## config.mk

```make
export PLATFORM = sky130hd
export DESIGN_NAME = alu_result_stage
export DESIGN_NICKNAME = d
export VERILOG_FILES = /design/src/rtl/alu_stage_pkg.sv /design/src/rtl/alu_result_stage_skid_buf.sv /design/src/rtl/alu_result_stage.sv
export SDC_FILE = /design/constraint.sdc
export NUM_CORES = 1
export LEC_CHECK = 0
export ABC_AREA = 1
export BUFFER_PORTS_ARGS = -buffer_cell sky130_fd_sc_hd__buf_2
export CAP_MARGIN = 15
export CORE_MARGIN = 1.5
export CORE_UTILIZATION = 35
export DETAILED_ROUTE_END_ITERATION = 7
export PLACE_DENSITY = 0.55
export SYNTH_ARGS = -nofsm -noshare
export SYNTH_HDL_FRONTEND = slang
export SYNTH_SLANG_ARGS = --single-unit
```

## constraint.sdc

```tcl
create_clock -name clock -period 2.2 [get_ports clock]
set_input_delay 0.44 -clock clock [delete_from_list [all_inputs] [get_ports clock]]
set_output_delay 0.44 -clock clock [all_outputs]
set_load 0.1 [all_outputs]
```

## src/rtl/alu_stage_pkg.sv

```systemverilog
// alu_stage_pkg: opcode, ALU op and exception constants plus the buffered entry layout
package alu_stage_pkg;
  localparam logic [4:0] OP_RTYPE = 5'b00000;
  localparam logic [4:0] OP_ADDI = 5'b00101;
  localparam logic [4:0] OP_BNE = 5'b00010;
  localparam logic [4:0] OP_BLT = 5'b00110;
  localparam logic [4:0] ALU_ADD = 5'd0;
  localparam logic [4:0] ALU_SUB = 5'd1;
  localparam logic [31:0] EXC_ADD = 32'd1;
  localparam logic [31:0] EXC_ADDI = 32'd2;
  localparam logic [31:0] EXC_SUB = 32'd3;
  typedef struct packed {
    logic [31:0] data;
    logic [4:0] rd;
    logic we;
    logic br_taken;
    logic exc;
  } entry_t;
  localparam int ENTRY_W = $bits(entry_t);
endpackage

```

## src/rtl/alu_result_stage_skid_buf.sv

```systemverilog
// stage_skid_buf: 2-entry FIFO skid buffer with registered in_ready and synchronous flush
module stage_skid_buf #(
  parameter int W = 40
) (
  input  logic         clock,
  input  logic         reset_n,
  input  logic         flush,
  input  logic         in_valid,
  output logic         in_ready,
  input  logic [W-1:0] in_data,
  output logic         out_valid,
  input  logic         out_ready,
  output logic [W-1:0] out_data
);
  logic [W-1:0] mem_q [2];
  logic [W-1:0] mem_d [2];
  logic wr_ptr_q, wr_ptr_d, rd_ptr_q, rd_ptr_d;
  logic [1:0] count_q, count_d;
  logic in_ready_q, in_ready_d;
  logic push, pop;
  always_comb begin
    push = in_valid && in_ready_q;
    pop = count_q != 2'd0 && out_ready;
    mem_d = mem_q;
    if (push && !flush) mem_d[wr_ptr_q] = in_data;
    wr_ptr_d = flush ? 1'b0 : wr_ptr_q ^ push;
    rd_ptr_d = flush ? 1'b0 : rd_ptr_q ^ pop;
    count_d = flush ? 2'd0 : count_q + 2'(push) - 2'(pop);
    in_ready_d = count_d < 2'd2;
  end
  always_ff @(posedge clock) begin
    if (!reset_n) begin
      mem_q[0] <= '0;
      mem_q[1] <= '0;
      wr_ptr_q <= 1'b0;
      rd_ptr_q <= 1'b0;
      count_q <= 2'd0;
      in_ready_q <= 1'b1;
    end else begin
      mem_q <= mem_d;
      wr_ptr_q <= wr_ptr_d;
      rd_ptr_q <= rd_ptr_d;
      count_q <= count_d;
      in_ready_q <= in_ready_d;
    end
  end
  assign in_ready = in_ready_q;
  assign out_valid = count_q != 2'd0;
  assign out_data = mem_q[rd_ptr_q];
endmodule

```

## src/rtl/alu_result_stage.sv

```systemverilog
// alu_result_stage: decodes ALU results into a 2-entry skid buffer; ALU_RESULT_STAGE_EXC_EN adds overflow rewrite
module alu_result_stage
  import alu_stage_pkg::*;
#(
  parameter int RSTATUS_IDX = 30
) (
  input  logic        clock,
  input  logic        reset_n,
  input  logic        in_valid,
  output logic        in_ready,
  input  logic [4:0]  in_opcode,
  input  logic [4:0]  in_aluop,
  input  logic [4:0]  in_rd,
  input  logic [31:0] in_result,
  input  logic        in_ne,
  input  logic        in_lt,
  input  logic        in_ovf,
  input  logic        flush,
  output logic        out_valid,
  input  logic        out_ready,
  output logic [31:0] out_data,
  output logic [4:0]  out_rd,
  output logic        out_we,
  output logic        out_br_taken,
  output logic        out_exc
);
  entry_t ent, head;
  logic is_bne, is_blt;
`ifdef ALU_RESULT_STAGE_EXC_EN
  logic is_add, is_sub, is_addi, raise;
  assign is_add = in_opcode == OP_RTYPE && in_aluop == ALU_ADD;
  assign is_sub = in_opcode == OP_RTYPE && in_aluop == ALU_SUB;
  assign is_addi = in_opcode == OP_ADDI;
  assign raise = in_ovf && (is_add || is_addi || is_sub);
`else
  logic [10:0] unused_cfg;
  assign unused_cfg = {in_ovf, in_aluop, 5'(RSTATUS_IDX)};
`endif
  always_comb begin
    is_bne = in_opcode == OP_BNE;
    is_blt = in_opcode == OP_BLT;
    ent.data = in_result;
    ent.rd = in_rd;
    ent.exc = 1'b0;
    ent.br_taken = is_bne ? in_ne : is_blt ? in_lt : 1'b0;
    ent.we = !(is_bne || is_blt);
`ifdef ALU_RESULT_STAGE_EXC_EN
    if (raise) begin
      ent.data = is_add ? EXC_ADD : is_addi ? EXC_ADDI : EXC_SUB;
      ent.rd = 5'(RSTATUS_IDX);
      ent.exc = 1'b1;
      ent.we = 1'b1;
    end
`endif
    if (in_rd == 5'd0 && !ent.exc) ent.we = 1'b0;
  end
  stage_skid_buf #(.W(ENTRY_W)) u_buf (
    .clock(clock),
    .reset_n(reset_n),
    .flush(flush),
    .in_valid(in_valid),
    .in_ready(in_ready),
    .in_data(ent),
    .out_valid(out_valid),
    .out_ready(out_ready),
    .out_data(head)
  );
  assign out_data = head.data;
  assign out_rd = head.rd;
  assign out_we = head.we;
  assign out_br_taken = head.br_taken;
  assign out_exc = head.exc;
endmodule

```

Yosys cells after proc, flatten, opt, wreduce, memory -nomap -nowiden:

Index checks and enable logic that the tools add are counted.

* logic and storage cells: 39
* input bits: 55
* flip-flop bits (word level): 85

* add/subtract/negate cells: 2
* multiplexer cells: 10
* reduce and logical (&&, ||, !) cells: 10
* bitwise operators: 5
* $lt $le $gt $ge: 4
* equal/unequal tests: 2

Operators by type and width (count)
* 2-to-1 mux 40 bit: 4
* bitwise mux 80 bit: 1
* demux 40 bit (select 1 bit): 1
* equality test 5 x 2 -> 1 bit, second input constant: 1
* equality test 5 x 3 -> 1 bit, second input constant: 1
* logical NOT 5 bit: 1
* greater-or-equal comparator 2 bit, second input constant: 2
* logical AND 1 bit: 4
* inverter 1 -> 2 bit: 2
* 2-to-1 mux 1 bit: 3
* adder 2 x 1 -> 2 bit: 1
* logical NOT 1 bit: 2
* < comparator 2 x 1 -> 1 bit, second input constant: 1
* < comparator 2 bit, second input constant: 1
* 2-to-1 mux 2 bit: 1
* nonzero test 2 bit: 1
* OR reduction 2 bit: 1
* subtractor 2 x 1 -> 2 bit: 1
* XOR 1 bit: 2
* logical OR 1 bit: 1
* inverter 1 bit: 1

Logic depth before layout (Yosys ltp):

Gate-level depths: netlist of run 1.

* depth in word-level cells: 6
* gate-level depth with buffers: 10

By module:

Synthesis of run 1 repeated with hierarchy kept, for this count alone.

* cells, all modules: 535
* area total of the unflattened synthesis: 3575.9 µm²

By module, submodules not included
* stage_skid_buf: area each 3513.4 µm², cells an instance 520, times used 1
* alu_result_stage: area each 62.6 µm², cells an instance 15, times used 1

Least setup slack after synthesis of run 1:

OpenSTA, ideal clock, no wires.

* kind: reg-to-output
* start: reg u_buf.rd_ptr_q
* end: out out_data[17]
* required time: 1760 ps
* data arrival time: 2807 ps
* setup slack: -1047 ps
* stages on the path, launching flop included: 5
* cell sequence: dfxtp_1 > buf_2 > inv_2 > clkbuf_1 > o21ai_0

* word-level cells in the longest chain between the ends: 4

Ends and longest elaborated chain
* start, declared: line alu_result_stage_skid_buf.sv:17 `logic wr_ptr_q, wr_ptr_d, rd_ptr_q, rd_ptr_d;`
* start signal, assigned: line alu_result_stage_skid_buf.sv:42 `rd_ptr_q <= rd_ptr_d;`
* inverter 1 -> 2 bit (not written as such): line alu_result_stage_skid_buf.sv:49 `assign out_data = mem_q[rd_ptr_q];`
* 2-to-1 mux 40 bit (not written as such) (3 in series): line alu_result_stage_skid_buf.sv:49
* end, declared: line alu_result_stage.sv:21 `output logic [31:0] out_data,`

No other way between the ends. The select of a mux whose other input is x is not followed.

Worst setup path in the final report of run 1:

* start: reg u_buf.rd_ptr_q
* end: out out_data[12]

Same word-level chain as after synthesis.

==> results.json, run 1 <==
{
  "status": "complete, no violations",
  "synth_top_area_share_pct": 45.50,
  "finalHoldViolations": 0,
  "cts_buffers": 9,
  "ys_types": 24,
  "end_kind": "output port",
  "synth_most_common_cell": "nor2_1",
  "synth_top_cell_by_area": "dfxtp_1",
  "mappedNetlistArea_um2": 3652,
  "synth_area_leaders": "dfxtp_1 (45%), nor2_1 (16%), nand2_1 (13%), o21ai_0 (10%), inv_1 (5.1%)",
  "crit_type": "reg2out",
  "io_pins": 97,
  "worstPathRequired_ps": 1760,
  "setup_slack_ps": 179.8,
  "routed_wl_mm": 8.559,
  "clkSinkCount": 83,
  "finClkSkew_ps": 7.949,
  "n_antenna_cell": 0,
  "leakage_nw": 2.345,
  "synth-main-ff-cell": "dfxtp_1",
  "pre_cts_ws_ps": 554.2,
  "port_buffers": 89,
  "r2r_end": "u_buf.count_q[0]",
  "grt-ovfl-total": 0,
  "vias_per_cell": 4.479,
  "post_cts_buffers": 0,
  "detailed_place_hpwl_mm": 5.806,
  "r2r_setup_slack_ps": 580,
  "syn_nets": 610,
  "drive_gt1_share_pct": 19.62,
  "p_total_mw": 3.670,
  "crit_slowest_cell": "buf_4",
  "grt_first_pass_wirelength_mm": 14.86,
  "worstPathArrival_ps": 1580,
  "grtUsageMet2_pct": 29.37,
  "globalRouteMet1Util_pct": 19.38,
  "seq_area_frac_synth_pct": 45.50,
  "fin_crit_sh_pct": 91.83,
  "fin_area_um2": 4942,
  "synth_edf_count": 0,
  "cp-start-kind": "flop",
  "core_area_um2": 10230,
  "slowest_delay_ps": 360,
  "setup_violations": 0,
  "holdPathStages": 3,
  "grt_use_met3_pct": 4.055,
  "syn_inst": 553,
  "worst_pin_slew_ps": 609.7,
  "cts_tree": "built",
  "maxSlewViolCount": 0,
  "yosysWarnings": 0,
  "place.gp.congestion": 0.7112,
  "grt_antenna_before_repair": 0,
  "ys_seq_elements": 83,
  "vdd.ir_drop.worst_v": 0.0003807,
  "hold_path_class": "in2reg",
  "die_area_um2": 11060,
  "startpoint": "u_buf.rd_ptr_q",
  "areaGrowthSynthToFinish_pct": 35.32,
  "async_reset_ff_share_pct": 0,
  "rsz0062_at_grt": "no",
  "grt_max_degree": 53,
  "maxCapViolations": 0,
  "dieWidth_um": 105.2,
  "nets": 689,
  "htreeDepth": 3,
  "crit_path_cell_trace": "inv_2 > buf_4 > nand2_1 > o21ai_1 > buf_12",
  "drtAntennaViolNets": 0,
  "clk_pin_slew_ps": 90,
  "synthTopCellsByCount": "nor2_1 (156), nand2_1 (129), dfxtp_1 (83)",
  "crit_end": "out_data[12]",
  "via_count": 3462,
  "cts-root-buf": "clkbuf_8",
  "reg2reg_depth": 7,
  "fmax_mhz": 495.0,
  "timing.rr.start": "u_buf.count_q[1]",
  "firstDrtPassIters": 4,
  "crit_fanout": 39,
  "fin_util_pct": 48.31,
  "rows": 37,
  "grt_pass1_vias": 3321,
  "dpl_cell_area_um2": 4766,
  "relSlewSlack_pct": 59.35,
  "ctsResizeCount": 0,
  "finalCriticalPeriod_ps": 2020,
  "track_usage_pct": 16.53,
  "start_util_pct": 35.70,
  "grt-busiest-layer": "met2",
  "drt_iter0_drc": 126,
  "wl_per_cell_um": 11.07,
  "insertion_delay_ps": 360,
  "route.detailed.drc": 0,
  "holdCritStartpoint": "in_result[30]",
  "postCtsHoldBufs": 0,
  "powerDensity_nw_per_um2": 742.5,
  "postSynthAreaPerCell_um2": 6.604,
  "clk_path_buf_depth": 2,
  "die_height_um": 105.2,
  "hold_ws_ps": 308.4
}
[worst max-delay path, delay by kind of cell (launching register included)]
| family | cells | cell delay (ps) |
|---|---|---|
| AOI/OAI and AO/OA | 1 | 180 |
| buffers and inverters | 3 | 630 |
| DFF | 1 | 320 |
| and+or+nand+nor | 1 | 90 |
[state kept, by name, indices dropped and copies added (netlist names)]
| name | count |
|---|---|
| u_buf.wr_ptr_q | 1 |
| u_buf.in_ready | 1 |
| u_buf.rd_ptr_q | 1 |
| u_buf.count_q | 2 |
| u_buf.mem_q | 78 |
[routing by layer]
metal | up-vias | part of all wire (%)
met1 | 1551 | 46
met2 | 69 | 48
li1 | 1833 | -
met4 | 0 | 1.3
met5 | - | 0
met3 | 9 | 5.3
[worst min-delay path by stage]
stage	endpoint
5_1_grt	u_buf.mem_q[21]
3_5_place_dp	u_buf.mem_q[23]
3_3_place_gp	u_buf.mem_q[24]
4_1_cts	u_buf.mem_q[38]
2_1_floorplan	u_buf.mem_q[23]
6_report	u_buf.mem_q[38]
[final cells by class]
cell class | count | area [um^2]
flip-flops and latches | 83 | 1662
multi-input cells | 383 | 1605
clock inverters | 7 | 52.55
fillers | 1028 | 5289
clock buffers | 9 | 123.9
inverters | 55 | 207.7
repair buffers | 100 | 1121
well taps | 136 | 170.2
[power by group]
group	total (mW)	switching [mW]	leakage [nW]	internal (mW)
Clock	0.998	0.581	0.0900	0.418
Combinational	1.06	0.715	1.58	0.343
Sequential	1.61	0.0337	0.678	1.58
Total	3.67	1.33	2.35	2.34
[metrics by stage]
stage / std cells / setup TNS (ps)
final: 773 / 0
after global routing: 773 / 0
after CTS: 773 / 0
after detailed placement: 757 / 0
after global placement: 757 / 0
after floorplan: 553 / -11380
[cells by family (layout without fill, tap and decap cells)]
kind of cell	count (synthesis)	count (layout)	share of synthesized area [%]
AND/OR/NAND/NOR	294	294	31.18
XOR/XNOR	2	2	0.4797
flip-flops	83	83	45.49
buffers and inverters	87	171	10.55
AO/OA/AOI/OAI	84	84	11.51
other	1	1	0.1027
adder cells (fa/ha/maj)	2	2	0.6851
[layout by cell type, fill, tap and decap left out]
master / count
o21ai_1: 38
xor2_1: 1
inv_6: 2
inv_1: 50
inv_2: 4
a21oi_1: 7
o21ai_0: 39
clkinvlp_4: 1
nand4_1: 2
nand2_1: 129
or2_2: 1
buf_12: 40
conb_1: 1
clkbuf_8: 9
nand2_2: 1
clkinv_2: 3
clkinv_4: 2
nand3_1: 2
buf_4: 8
and3_1: 1
buf_2: 52
ha_1: 2
xnor2_1: 1
nor2_1: 156
nand3_2: 1
nand3_4: 1
dfxtp_1: 83
(Power assumes the default switching activity.)
==> inputs of run 2 (changes only) <==
- BUFFER_PORTS_ARGS: -buffer_cell sky130_fd_sc_hd__buf_2 -> unset
- CAP_MARGIN: 15 -> unset
- DONT_BUFFER_PORTS: unset -> 1
- PLACE_DENSITY: 0.55 -> 0.47
==> run 2 against run 1 <==
Clock skew up 0.97 ps. Sequential share of layout area is 0.58 points higher. Final cell count is 6.7% lower. Total power grew 3.0%. Critical endpoint is now out_data[6].
==> results.json, run 2 (synthesis results as in run 1) <==
{
  "wl_per_cell_um": 11.61,
  "hold_ws_ps": 199.6,
  "powerDensity_nw_per_um2": 778.1,
  "ctsResizeCount": 0,
  "drt_iter0_drc": 102,
  "via_count": 3226,
  "final_cell_mix": "nor2_1 (156), nand2_1 (129), dfxtp_1 (83), inv_1 (50), buf_12 (40)",
  "grt_antenna_before_repair": 0,
  "vdd.ir_drop.worst_v": 0.0004015,
  "htreeDepth": 3,
  "drtAntennaViolNets": 0,
  "worst_pin_slew_ps": 739.8,
  "postCtsHoldBufs": 0,
  "grt_first_pass_wirelength_mm": 13.97,
  "hold_path_class": "in2reg",
  "grt-ovfl-total": 0,
  "end_kind": "output port",
  "cts_buffers": 9,
  "place.gp.congestion": 0.7008,
  "dpl_cell_area_um2": 4644,
  "status": "complete, no violations",
  "relSlewSlack_pct": 50.61,
  "worstPathRequired_ps": 1760,
  "stdcell_count": 721,
  "nFillCells": 1020,
  "dp.cells": 705,
  "fin_crit_sh_pct": 93.37,
  "power.share.clock_pct": 30.7,
  "fmax_mhz": 486.8,
  "nets": 637,
  "p_int_mw": 2.523,
  "finalHoldViolations": 0,
  "rsz0062_at_grt": "no",
  "finalCriticalPeriod_ps": 2054,
  "core_area_um2": 10230,
  "swShare_pct": 33.27,
  "p_total_mw": 3.780,
  "regMostFlops": "u_buf.mem_q",
  "n_antenna_cell": 0,
  "crit_fanout": 24,
  "die_height_um": 105.2,
  "maxSlewViolCount": 0,
  "vias_per_cell": 4.474,
  "areaGrowthSynthToFinish_pct": 33.03,
  "cts-root-buf": "clkbuf_8",
  "fin_util_pct": 47.49,
  "power_frac_comb_pct": 26.6,
  "post_cts_buffers": 0,
  "maxCapViolations": 0,
  "leakage_nw": 2.224,
  "cts_tree": "built",
  "sequentialPowerShare_pct": 42.7,
  "clkSinkCount": 83,
  "fin_setup_tns_ps": 0,
  "drive_gt1_share_pct": 18.63,
  "route.detailed.drc": 0,
  "pre_cts_ws_ps": 513.4,
  "start_util_pct": 35.70,
  "track_usage_pct": 16.01,
  "detailed_place_hpwl_mm": 5.291,
  "io_pins": 97,
  "crit_type": "reg2out",
  "dieWidth_um": 105.2,
  "fin_area_um2": 4858,
  "insertion_delay_ps": 350,
  "layout_commonest_cell": "nor2_1",
  "rows": 37,
  "cp-start-kind": "flop",
  "setup_slack_ps": 145.9,
  "die_area_um2": 11060,
  "routed_wl_mm": 8.369,
  "port_buffers": 0,
  "top_regs": "u_buf.mem_q x78, u_buf.count_q x2",
  "setup_violations": 0,
  "finClkSkew_ps": 8.915,
  "grt_max_degree": 79,
  "worstPathArrival_ps": 1610,
  "p_sw_mw": 1.258,
  "grt_pass1_vias": 2939,
  "clk_pin_slew_ps": 80,
  "largest_register_ffs": 78,
  "clk_path_buf_depth": 2,
  "firstDrtPassIters": 4
}
run 2: layer usage:
layer / part of all wire (%) / global-route usage, % / vias up
li1: - / - / 1729
met2: 47 / 26.84 / 57
met4: 1.2 / 5.284 / 0
met5: 0 / 0 / -
met3: 6.4 / 5.490 / 10
met1: 45 / 19.08 / 1430
run 2: power by group through the flow:
stage	Sequential [mW]	Clock [mW]	Combinational, mW
6_report	1.61	1.16	1.01
5_1_grt	1.62	1.28	1.07
4_1_cts	1.61	1.21	1.02
3_5_place_dp	1.65	0	1.02
3_3_place_gp	1.65	0	1.01
2_1_floorplan	1.65	0	0.696
run 2: final timing paths:
path                            cells past startpoint  slack, ps        startpoint          endpoint
worst max-delay path                                5        150    u_buf.rd_ptr_q       out_data[6]
worst min-delay path                                2        200           reset_n   u_buf.mem_q[12]
worst max register to register                      7        610  u_buf.count_q[1]  u_buf.count_q[0]
worst min register to register                      2        470   u_buf.mem_q[23]   u_buf.mem_q[23]
run 2: area by class of cell:
class | instances | area [um^2] | share of cell area (%)
inverter | 55 | 207.7 | 4.275
clock buffer | 13 | 168.9 | 3.477
tap | 136 | 170.2 | 3.502
timing repair buffer | 48 | 860.8 | 17.72
multi-input combinational | 383 | 1744 | 35.90
sequential | 83 | 1662 | 34.20
clock inverter | 3 | 45.04 | 0.9271
run 2: worst max-delay path: stages (launching register included):
cell and delay, ps:
dfxtp_1 320, inv_2 330, buf_12 240, nand2_1 80
o21ai_2 90, buf_12 200
